--- src/rtl/i2s_tx_feeder.sv ---
// i2s_tx_feeder: clock and frame master for the I2S transmit path.
//
// Divides clk_in into sclk_out/lrck_out for i2s_tx. Takes stereo samples over a
// valid/ready handshake into a single pending entry. Once per frame, at the
// falling SCLK edge in the middle of the right word, it moves that entry to the
// stable parallel outputs. If no sample is pending at that point, it zeroes the
// words and counts an underrun.
//
// Ports:
//   clk_in        system clock (only clock)
//   rst_n_in      asynchronous active-low reset
//   enable_in     run the SCLK/LRCK generator; low parks it at frame start
//   s_valid_in    sample valid
//   s_ready_out   pending entry empty (registered)
//   s_ldata_in    left sample
//   s_rdata_in    right sample
//   sclk_out      serial bit clock to i2s_tx
//   lrck_out      word select, 0 = left, 1 = right
//   pldata_out    left word to i2s_tx
//   prdata_out    right word to i2s_tx
//   underrun_out  one-cycle pulse per underrun
//   ucount_out    saturating underrun count
module i2s_tx_feeder #(
  parameter int unsigned PDATA_WIDTH = 32,
  parameter int unsigned SCLK_HALF   = 4,
  parameter int unsigned UCNT_WIDTH  = 16
) (
  input  logic                   clk_in,
  input  logic                   rst_n_in,
  input  logic                   enable_in,
  input  logic                   s_valid_in,
  output logic                   s_ready_out,
  input  logic [PDATA_WIDTH-1:0] s_ldata_in,
  input  logic [PDATA_WIDTH-1:0] s_rdata_in,
  output logic                   sclk_out,
  output logic                   lrck_out,
  output logic [PDATA_WIDTH-1:0] pldata_out,
  output logic [PDATA_WIDTH-1:0] prdata_out,
  output logic                   underrun_out,
  output logic [UCNT_WIDTH-1:0]  ucount_out
);

  localparam int unsigned DivW = (SCLK_HALF > 1) ? $clog2(SCLK_HALF) : 1;
  localparam int unsigned BitW = $clog2(2 * PDATA_WIDTH);

  localparam logic [DivW-1:0] DivLast   = DivW'(SCLK_HALF - 1);
  localparam logic [BitW-1:0] BitLast   = BitW'(2 * PDATA_WIDTH - 1);
  localparam logic [BitW-1:0] BitRight  = BitW'(PDATA_WIDTH);
  localparam logic [BitW-1:0] BitUpdate = BitW'(PDATA_WIDTH + PDATA_WIDTH / 2);

  logic [DivW-1:0]        div_cnt_q, div_cnt_d;
  logic [BitW-1:0]        bit_cnt_q, bit_cnt_d;
  logic [BitW-1:0]        bit_nxt;
  logic                   sclk_q, sclk_d;
  logic                   lrck_q, lrck_d;
  logic                   full_q, full_d;
  logic                   s_ready_q;
  logic [PDATA_WIDTH-1:0] pend_l_q, pend_l_d;
  logic [PDATA_WIDTH-1:0] pend_r_q, pend_r_d;
  logic [PDATA_WIDTH-1:0] pldata_q, pldata_d;
  logic [PDATA_WIDTH-1:0] prdata_q, prdata_d;
  logic                   underrun_q, underrun_d;
  logic [UCNT_WIDTH-1:0]  ucount_q, ucount_d;

  logic div_wrap, fall, update, accept;

  always_comb begin
    div_wrap = enable_in && (div_cnt_q == DivLast);
    fall     = div_wrap && sclk_q;
    bit_nxt  = (bit_cnt_q == BitLast) ? '0 : bit_cnt_q + 1'b1;
    // Mid right word: i2s_tx has latched the right word and not yet the next left.
    update   = fall && (bit_nxt == BitUpdate);
    accept   = s_valid_in && s_ready_q;

    div_cnt_d  = div_cnt_q;
    bit_cnt_d  = bit_cnt_q;
    sclk_d     = sclk_q;
    lrck_d     = lrck_q;
    full_d     = full_q;
    pend_l_d   = pend_l_q;
    pend_r_d   = pend_r_q;
    pldata_d   = pldata_q;
    prdata_d   = prdata_q;
    underrun_d = 1'b0;
    ucount_d   = ucount_q;

    if (!enable_in) begin
      div_cnt_d = '0;
      bit_cnt_d = '0;
      sclk_d    = 1'b0;
      lrck_d    = 1'b0;
    end else begin
      div_cnt_d = div_wrap ? '0 : div_cnt_q + 1'b1;
      if (div_wrap) begin
        sclk_d = ~sclk_q;
      end
      if (fall) begin
        bit_cnt_d = bit_nxt;
        if (bit_nxt == BitRight) begin
          lrck_d = 1'b1;
        end else if (bit_nxt == '0) begin
          lrck_d = 1'b0;
        end
      end
    end

    if (update) begin
      full_d = 1'b0;
      if (full_q) begin
        pldata_d = pend_l_q;
        prdata_d = pend_r_q;
      end else begin
        pldata_d   = '0;
        prdata_d   = '0;
        underrun_d = 1'b1;
        if (ucount_q != '1) begin
          ucount_d = ucount_q + 1'b1;
        end
      end
    end

    // An accept in the update cycle always lands in the pending entry: no bypass.
    if (accept) begin
      full_d   = 1'b1;
      pend_l_d = s_ldata_in;
      pend_r_d = s_rdata_in;
    end
  end

  always_ff @(posedge clk_in or negedge rst_n_in) begin
    if (!rst_n_in) begin
      div_cnt_q  <= '0;
      bit_cnt_q  <= '0;
      sclk_q     <= 1'b0;
      lrck_q     <= 1'b0;
      full_q     <= 1'b0;
      s_ready_q  <= 1'b0;
      pend_l_q   <= '0;
      pend_r_q   <= '0;
      pldata_q   <= '0;
      prdata_q   <= '0;
      underrun_q <= 1'b0;
      ucount_q   <= '0;
    end else begin
      div_cnt_q  <= div_cnt_d;
      bit_cnt_q  <= bit_cnt_d;
      sclk_q     <= sclk_d;
      lrck_q     <= lrck_d;
      full_q     <= full_d;
      // Ready lags the buffer flag by one cycle; sources pulse valid for one handshake.
      s_ready_q  <= ~full_q;
      pend_l_q   <= pend_l_d;
      pend_r_q   <= pend_r_d;
      pldata_q   <= pldata_d;
      prdata_q   <= prdata_d;
      underrun_q <= underrun_d;
      ucount_q   <= ucount_d;
    end
  end

  assign s_ready_out  = s_ready_q;
  assign sclk_out     = sclk_q;
  assign lrck_out     = lrck_q;
  assign pldata_out   = pldata_q;
  assign prdata_out   = prdata_q;
  assign underrun_out = underrun_q;
  assign ucount_out   = ucount_q;

endmodule
--- config.mk ---
export PLATFORM = sky130hd
export DESIGN_NAME = i2s_tx_feeder
export DESIGN_NICKNAME = d
export VERILOG_FILES = /design/src/rtl/i2s_tx_feeder.sv
export SDC_FILE = /design/constraint.sdc
export NUM_CORES = 1
export LEC_CHECK = 0
export CORE_MARGIN = 2
export CORE_UTILIZATION = 53
export DETAILED_ROUTE_END_ITERATION = 8
export PLACE_DENSITY = 0.82
export SLEW_MARGIN = 15
export SYNTH_ARGS = -nofsm -noshare
export SYNTH_HDL_FRONTEND = slang
export SYNTH_SLANG_ARGS = --single-unit
--- constraint.sdc ---
create_clock -name clk_in -period 3.55 [get_ports clk_in]
set_input_delay 0.71 -clock clk_in [delete_from_list [all_inputs] [get_ports clk_in]]
set_output_delay 0.71 -clock clk_in [all_outputs]
set_load 0.02 [all_outputs]
After elaboration in Yosys (flattened, before gate mapping)
Cells that the tools add are included.
- register bits after elaboration: 157
- input bits: 68
- logic and storage cells: 50
- add/subtract/negate cells: 3
- eq/ne operators: 8
- mux-type cells: 17
- bitwise logic cells: 2
- reductions and logical operators: 8
- operators with widths (cell ; count):
    32-bit two-way mux ; 2
    6-bit == test, second input constant ; 3
    6-bit two-way mux ; 3
    16-bit by 1-bit adder with 16-bit output, second input constant ; 1
    16-bit != test, second input constant ; 1
    1-bit two-way mux ; 10
    6-bit by 1-bit adder with 6-bit output, second input constant ; 1
    6-bit zero test ; 1
    1-bit logical AND ; 4
    2-bit two-way mux ; 2
    2-bit by 1-bit != test with 1-bit output, second input constant ; 2
    3-bit by 1-bit != test with 1-bit output, second input constant ; 1
    3-bit AND reduction ; 1
    2-bit by 1-bit adder with 2-bit output, second input constant ; 1
    2-bit == test, second input constant ; 1
    1-bit NOT ; 2
    2-bit AND reduction ; 1
    2-bit nonzero test ; 1

Depth between registers and ports, before layout
Gate-level depths: netlist of run 1.
- word-level depth: 7
- depth in mapped cells: 10
- gate-level depth less buffers: 6

Worst setup path before layout of run 1
No wires, ideal clock.
- path kind: register to register
- from: reg bit_cnt_q[0]
- to: reg ucount_q[15], in the netlist ucount_out[15]
- library setup time: 0.128 ns
- arrival time: 1.971 ns
- setup slack: 1.452 ns
- stages on the path, launching flop included: 9
- path buffers: 2
- clock period less this slack: 2.098 ns
- cells stage by stage: dfrtp_1 > ha_1 > and4_4 > nand3_2 > or2_1 > buf_2 > buf_6 > nor4_4 > mux2_1
- longest elaborated chain between the ends: 5
- ends and longest elaborated chain (item ; RTL line ; RTL):
    from (decl) ; 52 ; logic [BitW-1:0] bit_cnt_q, bit_cnt_d;
    from (signal assigned) ; 146 ; bit_cnt_q <= bit_cnt_d;
    6-bit by 1-bit adder with 6-bit output / 6-bit == test (equally long branches) ; 70 ; bit_nxt = (bit_cnt_q == BitLast) ? '0 : bit_cnt_q + 1'b1;
    6-bit two-way mux (*) ; 70 ;
    6-bit == test (*) ; 72 ; update = fall && (bit_nxt == BitUpdate);
    1-bit logical AND (*) ; 72 ;
    3-bit AND reduction (no line) (*) ; -- ;
    to (signal assigned) ; 157 ; ucount_q <= ucount_d;
    to (decl) ; 63 ; logic [UCNT_WIDTH-1:0] ucount_q, ucount_d;
Mark *: on every way between the ends. The rest lies on a longest branch, timed or not.
A chain may end at the register's enable or synchronous reset.

Worst setup path after layout of run 1
- from: in enable_in
- to: reg ucount_q[15], in the netlist ucount_out[15]
- longest elaborated chain between the ends: 4
- ends and longest elaborated chain (item ; RTL line ; RTL):
    from (decl) ; 30 ; input logic enable_in,
    1-bit logical AND ; 68 ; div_wrap = enable_in && (div_cnt_q == DivLast);
    1-bit logical AND ; 69 ; fall = div_wrap && sclk_q;
    1-bit logical AND ; 72 ;
    3-bit AND reduction (no line) ; -- ;
Every way passes these cells.

==> results.sh, run 1 <==
export IMPL_clock_sink_count=157
export IMPL_period_needed_ps=2400
export IMPL_maxSlewViolCount=0
export IMPL_instances_no_fill=848
export IMPL_fin_nets=763
export IMPL_antenna_found_initial=0
export IMPL_grt_usage_pct=22.9
export IMPL_p_sw_mw=0.947
export IMPL_fp_dieH_um=113
export IMPL_synth_fp_nets=620
export IMPL_place_area_mm2=0.00792
export IMPL_required_ps=3850
export IMPL_status="finished with violations"
export IMPL_drt_iter0_markers=280
export IMPL_hpwl_um=8940
export IMPL_pwr_share_clk_pct=42.2
export IMPL_areaGrowthSynthToFinish_pct=35.6
export IMPL_antenna_violating_nets_post_route=0
export IMPL_fp_coreArea_mm2=0.0115
export IMPL_drt_first_pass_iters=6
export IMPL_async_flop_share_pct=100
export IMPL_synthCells=549
export IMPL_clock_tree_buffer_depth=2
export IMPL_cp_start_kind="primary input"
export IMPL_preCtsSetupSlack_ps=727
export IMPL_synthDistinctLibCells=34
export IMPL_via_per_inst=5.32
export IMPL_drc=10
export IMPL_routed_wirelength_um=13600
export IMPL_cap_violations=0
export IMPL_initial_core_util_pct=54.7
export IMPL_cts_max_level=4
export IMPL_grt_pass1_wl_um=22600
export IMPL_power_density_mw_per_mm2=518
export IMPL_portBuffers=151
export IMPL_hold_buffers=0
export IMPL_max_clock_freq_ghz=0.417
export IMPL_crit_type="primary input to flop"
export IMPL_yosysWarnings=0
export IMPL_synth_edff_count=0
export IMPL_skew_ps=7.52
export IMPL_p_sw_share_pct=21.4
export IMPL_grt_setup_unrepaired="false"
export IMPL_clk_latency_ps=420
export IMPL_antenna_cells=0
export IMPL_worst_slack_ps=1150
export IMPL_hp_class="primary input to asynchronous set/reset pin"
export IMPL_grt_max_degree=94
export IMPL_grt_pass1_vias=4678
export IMPL_cts_buffers=17
export IMPL_rows=39
export IMPL_cts_setup_buffers=0
export IMPL_wl_per_cell_um=16.0
export IMPL_grt_overflow=0
export IMPL_crit_arrival_ps=2700
export IMPL_vdd_drop_max_v=0.000451
export IMPL_die_w_um=113
export IMPL_maxSlewHeadroom_pct=56.9
export IMPL_hold_viol_final=0
export IMPL_worst_pin_slew_ps=646
export IMPL_via_count=4509
export IMPL_fin_crit_sh_pct=67.6
export IMPL_finalSetupTns_ps=0
export IMPL_dieArea_mm2=0.0128
export IMPL_synthFlopType="dfrtp_1"
export IMPL_io_pins=152
export IMPL_synth_top_area_cell="dfrtp_1"
export IMPL_yosysSeqAreaShare_pct=62.4
export IMPL_netlist_area_leader_share_pct=62.4
export IMPL_post_route_cell_area_mm2=0.00854
export IMPL_p_comb_share_pct=9.9
export IMPL_cp_end_kind="flop"
export IMPL_violations="DRC"
export IMPL_cts_resized=0
export IMPL_critPathMaxFanout=39
export IMPL_cts_tree="built"
export IMPL_cts_clk_slew_worst_paths_ps=60
export IMPL_synthesis_area_mm2=0.00630
export IMPL_seqPwrFrac_pct=47.9
export IMPL_drive_gt1_share_pct=15.3
export IMPL_synth_seq_cells=157
export IMPL_place_congestion=0.769
export IMPL_setup_viol=0
export IMPL_synth_most_common_cell="dfrtp_1"
export IMPL_internal_power_mw=3.48
export IMPL_ys_top_cells_by_area="dfrtp_1 62%, mux2_2 12%, nand2_1 8.6%"
export IMPL_synthTopCellsByCount="157 x dfrtp_1, 145 x nand2_1, 67 x o21ai_0, 65 x mux2_2, 22 x clkbuf_1"
export IMPL_dp_cells=816
export IMPL_p_leak_nw=3.83
export IMPL_root_buffer="clkbuf_16"
export IMPL_syn_area_per_cell_um2=11.5
[cell type report]
| class | instances | area (µm²) |
|---|---|---|
| inverters | 1 | 3.75 |
| fillers | 784 | 2980 |
| repair buffers | 158 | 1590 |
| flip-flops and latches | 157 | 3930 |
| clock inverters | 5 | 103 |
| multi-input cells | 357 | 2220 |
| well taps | 143 | 179 |
| clock buffers | 27 | 513 |
[power by group through the flow]
stage	clock network [mW]	registers, mW	logic [mW]
floorplan	0	2.11	0.284
global placement	0	2.13	0.418
detailed placement	0	2.15	0.441
CTS	1.90	2.12	0.447
global route	1.98	2.14	0.494
finish	1.87	2.12	0.438
[worst max-delay path: stages]
cell and delay [ps]:
clkdlybuf4s50_1 710, nand3_2 170, or2_4 410, nor4_4 340
mux2_1 350
[cells in the final DEF (no fill, tap or decap), types with 3 or more instances in the layout]
master	synthesis	routed
dfrtp_1	157	156
clkdlybuf4s50_1	0	150
nand2_1	145	144
o21ai_0	67	67
mux2_2	65	65
clkbuf_16	0	17
xnor2_1	14	14
nand3_1	11	11
nand4_1	6	6
nor2b_1	5	5
and3_1	5	5
clkbuf_8	0	5
clkbuf_1	22	5
buf_4	1	5
nor3_1	4	4
and4_1	4	4
and2_1	4	4
a21oi_1	3	3
ha_1	3	3
bufinv_16	0	3
[routing by layer]
layer  up-vias  global-route usage, %  wire length [µm]
li1       2140                      -                 -
met1      2222                   27.8              5620
met5         -                      0                 0
met2       125                   39.1              7040
met3        22                   6.05               638
met4         0                   9.59               281
[registers in the layout (all words and copies together), names as in the netlist]
register	count
bit_cnt_q	6
ucount_out	16
sclk_out	1
lrck_out	1
pldata_out	32
prdata_out	32
pend_l_q	32
full_q	1
div_cnt_q	2
pend_r_q	32
underrun_out	1
s_ready_out	1
[path summary, 6_finish.rpt]
path	startpoint	cells after the start	slack, ps	end
max	enable_in	5	1150	ucount_out[15]$_DFFE_PN0P_
min	rst_n_in	1	280	pldata_out[25]$_DFFE_PN0P_
max reg2reg	bit_cnt_q[0]$_DFFE_PN0P_	6	1310	ucount_out[15]$_DFFE_PN0P_
min reg2reg	div_cnt_q[0]$_DFF_PN0_	1	430	div_cnt_q[0]$_DFF_PN0_
max in group asynchronous	rst_n_in	2	2350	pend_r_q[19]$_DFFE_PN0P_
min in group clk_in	div_cnt_q[0]$_DFF_PN0_	1	430	div_cnt_q[0]$_DFF_PN0_
[cells by family after synthesis]
| kind of cell | Yosys count | synth area share, % |
|---|---|---|
| xor gates and xnor gates | 16 | 2.23 |
| AOI/OAI and AO/OA | 74 | 6.02 |
| adders and majority gates | 3 | 0.596 |
| buffers and inverters | 35 | 2.46 |
| muxes | 69 | 12.3 |
| and+or+nand+nor | 195 | 14.0 |
| DFF | 157 | 62.4 |
[through the flow]
stage	util, %	power, mW	hold slack [ps]
2_1_floorplan	-	2.39	409
3_3_place_gp	68.8	2.55	422
3_5_place_dp	68.8	2.59	435
4_1_cts	74.1	4.47	305
5_1_grt	74.1	4.62	325
6_report	74.1	4.42	276
Note: power is estimated with default switching activity, not from simulation.
==> run 2, diff against run 1 <==
- CORE_UTILIZATION: 53 -> 49
- PLACE_DENSITY: 0.82 -> 0.76
- clock period: 3.55 -> 2.45 ns (I/O delays scaled with it)
==> results.sh, run 2 (synthesized netlist as in run 1, its figures left out) <==
export IMPL_rr_worst_depth=6
export IMPL_seqCellArea_mm2=0.00393
export IMPL_cap_violations=0
export IMPL_rows=41
export IMPL_antenna_found_initial=0
export IMPL_reg2reg_to="ucount_out[15]$_DFFE_PN0P_"
export IMPL_grt_pass1_wl_um=22600
export IMPL_period_needed_ps=2070
export IMPL_clock_sink_count=157
export IMPL_via_per_inst=5.13
export IMPL_drt_iter0_markers=222
export IMPL_clock_tree_buffer_depth=2
export IMPL_crit_buf_inv=0
export IMPL_top_layer="met4"
export IMPL_hold_viol_final=0
export IMPL_r2r_setup_slack_ps=380
export IMPL_place_congestion=0.797
export IMPL_via_count=4490
export IMPL_initial_core_util_pct=50.1
export IMPL_multiInputGateArea_mm2=0.00222
export IMPL_grt_max_degree=78
export IMPL_slowest_stage="dfrtp_1"
export IMPL_dp_cells=850
export IMPL_required_ps=2730
export IMPL_grt_usage_pct=20.6
export IMPL_cts_buffers=17
export IMPL_root_buffer="clkbuf_16"
export IMPL_grt_setup_unrepaired="false"
export IMPL_fill_cells=980
export IMPL_cpPeakStageDelay_ps=400
export IMPL_r2r_start="bit_cnt_q[0]$_DFFE_PN0P_"
export IMPL_maxSlewViolCount=0
export IMPL_routed_wirelength_um=13500
export IMPL_dr_wl_met3_um=700
export IMPL_power_density_mw_per_mm2=695
export IMPL_fp_coreArea_mm2=0.0126
export IMPL_cp_start_kind="flop"
export IMPL_drt_met1_wl_um=5690
export IMPL_die_w_um=117
export IMPL_instances_no_fill=876
export IMPL_fp_dieH_um=117
export IMPL_setup_viol=0
export IMPL_crit_type="flop to flop"
export IMPL_fin_crit_sh_pct=84.5
export IMPL_status="finished clean"
export IMPL_wl_per_cell_um=15.4
export IMPL_path_cells="ha_1, and4_4, nand3_2, or2_4, nor4_4, mux2_1"
export IMPL_drive_gt1_share_pct=15.5
export IMPL_max_clock_freq_ghz=0.483
export IMPL_io_pins=152
export IMPL_cts_setup_buffers=0
export IMPL_drt_first_pass_iters=4
export IMPL_areaGrowthSynthToFinish_pct=35.3
export IMPL_dieArea_mm2=0.0138
export IMPL_fin_nets=768
export IMPL_grt_pass1_vias=4602
export IMPL_critPathTopFamily="simple AND/OR/NAND/NOR gates"
export IMPL_wl_met2_um=6740
export IMPL_antenna_cells=0
export IMPL_final_common_cell="dfrtp_1"
export IMPL_finalPower_mw=5.92
export IMPL_cts_resized=0
export IMPL_vdd_drop_max_v=0.000536
export IMPL_portBuffers=151
export IMPL_skew_ps=5.56
export IMPL_cts_clk_slew_worst_paths_ps=50
export IMPL_hpwl_um=9160
export IMPL_p_leak_nw=3.83
export IMPL_final_cell_mix="156 x dfrtp_1, 150 x clkdlybuf4s50_1, 144 x nand2_1"
export IMPL_antenna_violating_nets_post_route=0
export IMPL_cp_end_kind="flop"
export IMPL_drc=0
export IMPL_worst_pin_slew_ps=596
export IMPL_maxSlewHeadroom_pct=60.3
export IMPL_cts_max_level=4
export IMPL_crit_arrival_ps=2350
export IMPL_hold_buffers=0
export IMPL_finalSetupTns_ps=0
export IMPL_cts_tree="built"
export IMPL_grt_overflow=0
export IMPL_hp_class="primary input to asynchronous set/reset pin"
export IMPL_clk_latency_ps=410
export IMPL_critPathMaxFanout=5
## run 2: changes by cell type in the layout (fill, tap and decap cells not counted)
cell / change
nand2_2: -1
bufinv_16: -3
clkbuf_8: -3
clkinv_2: +3
nand2_4: +1
buf_12: +3
buf_4: +2
clkinvlp_4: -1
clkbuf_1: -2
## run 2: worst register-to-register path, stage by stage (launching register included)
cell	delay [ps]
dfrtp_1	400
ha_1	230
and4_4	270
nand3_2	120
or2_4	300
nor4_4	270
mux2_1	360
## run 2: final cells by class
cell class,instances,share of cell area [%]
clock buffers,22,5.45
clock inverters,4,0.235
inverters,1,0.0440
multi-input cells,357,26.1
flip-flops and latches,157,46.1
well taps,172,2.53
repair buffers,163,19.5
## run 2: through the flow
| step | utilization, % | hold slack (ps) | worst slack (ps) | area [µm²] |
|---|---|---|---|---|
| 2_1_floorplan | - | 194 | 352 | 6300 |
| 3_3_place_gp | 64.0 | 420 | 331 | 8040 |
| 3_5_place_dp | 64.0 | 442 | 304 | 8040 |
| 4_1_cts | 67.8 | 59.0 | 379 | 8520 |
| 5_1_grt | 67.8 | 70.3 | 301 | 8520 |
| 6_report | 67.8 | 50.5 | 379 | 8520 |
## run 2: routing by layer
layer,vias up,global-route usage [%]
li1,2140,-
met1,2201,25.9
met2,125,33.5
met3,24,5.74
met4,0,8.96
met5,-,0
## run 2: worst max path at each step
stage,start,to,slack (ps),cells after the start
6_report,bit_cnt_q[0]$_DFFE_PN0P_,ucount_out[15]$_DFFE_PN0P_,380,6
3_5_place_dp,enable_in,ucount_out[14]$_DFFE_PN0P_,300,5
5_1_grt,bit_cnt_q[0]$_DFFE_PN0P_,ucount_out[15]$_DFFE_PN0P_,300,6
4_1_cts,bit_cnt_q[0]$_DFFE_PN0P_,ucount_out[15]$_DFFE_PN0P_,380,6
3_3_place_gp,enable_in,ucount_out[15]$_DFFE_PN0P_,330,5
2_1_floorplan,bit_cnt_q[0]$_DFFE_PN0P_,ucount_out[15]$_DFFE_PN0P_,350,8
## run 2: report_power, final
group          leakage (nW)  internal (mW)  total [mW]  switching, mW
Combinational          1.54          0.403       0.643          0.241
Sequential             2.04           2.91        3.06          0.157
Clock                 0.243           1.30        2.21          0.910
Total                  3.83           4.61        5.92           1.31
==> run 3, diff against run 2 <==
- clock period: 2.45 -> 2.2 ns (I/O delays scaled with it)
==> results.sh, run 3 (synthesized netlist as in run 1, its figures left out) <==
export IMPL_drc=0
export IMPL_grt_max_degree=82
export IMPL_p_leak_nw=3.88
export IMPL_drive_gt1_share_pct=15.9
export IMPL_final_util_pct=68.7
export IMPL_fin_nets=767
export IMPL_hpwl_um=8900
export IMPL_wl_per_cell_um=15.1
export IMPL_critPathMaxFanout=5
export IMPL_hold_viol_final=0
export IMPL_antenna_violating_nets_post_route=0
export IMPL_fp_dieH_um=117
export IMPL_maxSlewViolCount=0
export IMPL_grt_overflow=0
export IMPL_antenna_found_initial=0
export IMPL_final_cell_mix="156 x dfrtp_1, 150 x clkdlybuf4s50_1, 144 x nand2_1"
export IMPL_via_count=4501
export IMPL_drt_iter0_markers=297
export IMPL_cp_end_kind="flop"
export IMPL_cts_clk_slew_worst_paths_ps=60
export IMPL_finalSetupTns_ps=0
export IMPL_grt_pass1_wl_um=22500
export IMPL_finalHoldWorstSlack_ps=437
export IMPL_clock_sink_count=157
export IMPL_cp_start_kind="flop"
export IMPL_worst_slack_ps=130
export IMPL_fin_crit_sh_pct=94.1
export IMPL_period_needed_ps=2070
export IMPL_maxSlewHeadroom_pct=59.1
export IMPL_areaGrowthSynthToFinish_pct=37.1
export IMPL_place_congestion=0.800
export IMPL_vdd_drop_max_v=0.000494
export IMPL_root_buffer="clkbuf_16"
export IMPL_grt_pass1_vias=4480
export IMPL_worst_pin_slew_ps=613
export IMPL_io_pins=152
export IMPL_power_density_mw_per_mm2=815
export IMPL_rows=41
export IMPL_cts_tree="built"
export IMPL_final_common_cell="dfrtp_1"
export IMPL_clk_latency_ps=420
export IMPL_dieArea_mm2=0.0138
export IMPL_clock_tree_buffer_depth=2
export IMPL_cts_setup_buffers=0
export IMPL_hp_class="flop to flop"
export IMPL_max_clock_freq_ghz=0.483
export IMPL_grt_setup_unrepaired="false"
export IMPL_required_ps=2490
export IMPL_status="finished clean"
export IMPL_initial_core_util_pct=50.1
export IMPL_portBuffers=151
export IMPL_routed_wirelength_um=13300
export IMPL_cts_max_level=4
export IMPL_preCtsSetupSlack_ps=70.6
export IMPL_fp_coreArea_mm2=0.0126
export IMPL_antenna_cells=0
export IMPL_setup_viol=0
export IMPL_grt_usage_pct=20.5
export IMPL_cap_violations=0
export IMPL_crit_arrival_ps=2360
export IMPL_skew_ps=9.19
export IMPL_via_per_inst=5.11
export IMPL_cts_buffers=17
export IMPL_drt_first_pass_iters=4
export IMPL_crit_type="flop to flop"
export IMPL_die_w_um=117
run 3: final timing paths:
| path | start | to | slack [ps] | cells past startpoint |
|---|---|---|---|---|
| min reg2reg | div_cnt_q[0]$_DFF_PN0_ | div_cnt_q[0]$_DFF_PN0_ | 440 | 1 |
| max | bit_cnt_q[0]$_DFFE_PN0P_ | ucount_out[15]$_DFFE_PN0P_ | 130 | 6 |
| min | div_cnt_q[0]$_DFF_PN0_ | div_cnt_q[0]$_DFF_PN0_ | 440 | 1 |
| min in group asynchronous | rst_n_in | pend_l_q[23]$_DFFE_PN0P_ | 460 | 2 |
| max in group asynchronous | rst_n_in | prdata_out[7]$_DFFE_PN0P_ | 1070 | 3 |
| max reg2reg | bit_cnt_q[0]$_DFFE_PN0P_ | ucount_out[15]$_DFFE_PN0P_ | 130 | 6 |
run 3: routing by layer:
| layer | track usage [%] | share of wire [%] |
|---|---|---|
| met5 | 0 | 0 |
| met4 | 7.61 | 1.6 |
| met3 | 5.64 | 5.1 |
| met2 | 33.4 | 49 |
| met1 | 26.4 | 44 |
run 3: power breakdown:
group,total (mW),switching [mW],internal (mW)
clock,2.91,1.06,1.84
sequential,3.41,0.176,3.24
combinational,0.715,0.266,0.449
total,7.03,1.50,5.53
run 3: cell type report:
cell class | instances | area, µm²
repair buffers | 162 | 1660
flip-flops and latches | 157 | 3930
multi-input cells | 357 | 2220
clock buffers | 26 | 519
inverters | 1 | 3.75
fillers | 934 | 3940
well taps | 172 | 215
clock inverters | 6 | 80.1
run 3: what timing repair did:
item,4_1_cts,5_1_grt
hold buffers,1,0
hold endpoints to repair,25,0
resized for setup,0,0
run 3: metrics by stage:
| step | cell area, µm² | total power [mW] | std cells |
|---|---|---|---|
| after global routing | 8630 | 7.38 | 881 |
| after CTS | 8630 | 7.12 | 881 |
| after global placement | 8020 | 4.12 | 848 |
| after detailed placement | 8020 | 4.18 | 848 |
| final | 8630 | 7.03 | 881 |
| after floorplan | 6300 | 3.86 | 549 |
run 3: critical path: stages, from the launching register on:
cell and delay [ps]:
dfrtp_1 400, ha_1 240, and4_4 260, nand3_2 110, or2_4 290, nor4_4 290
mux2_1 350
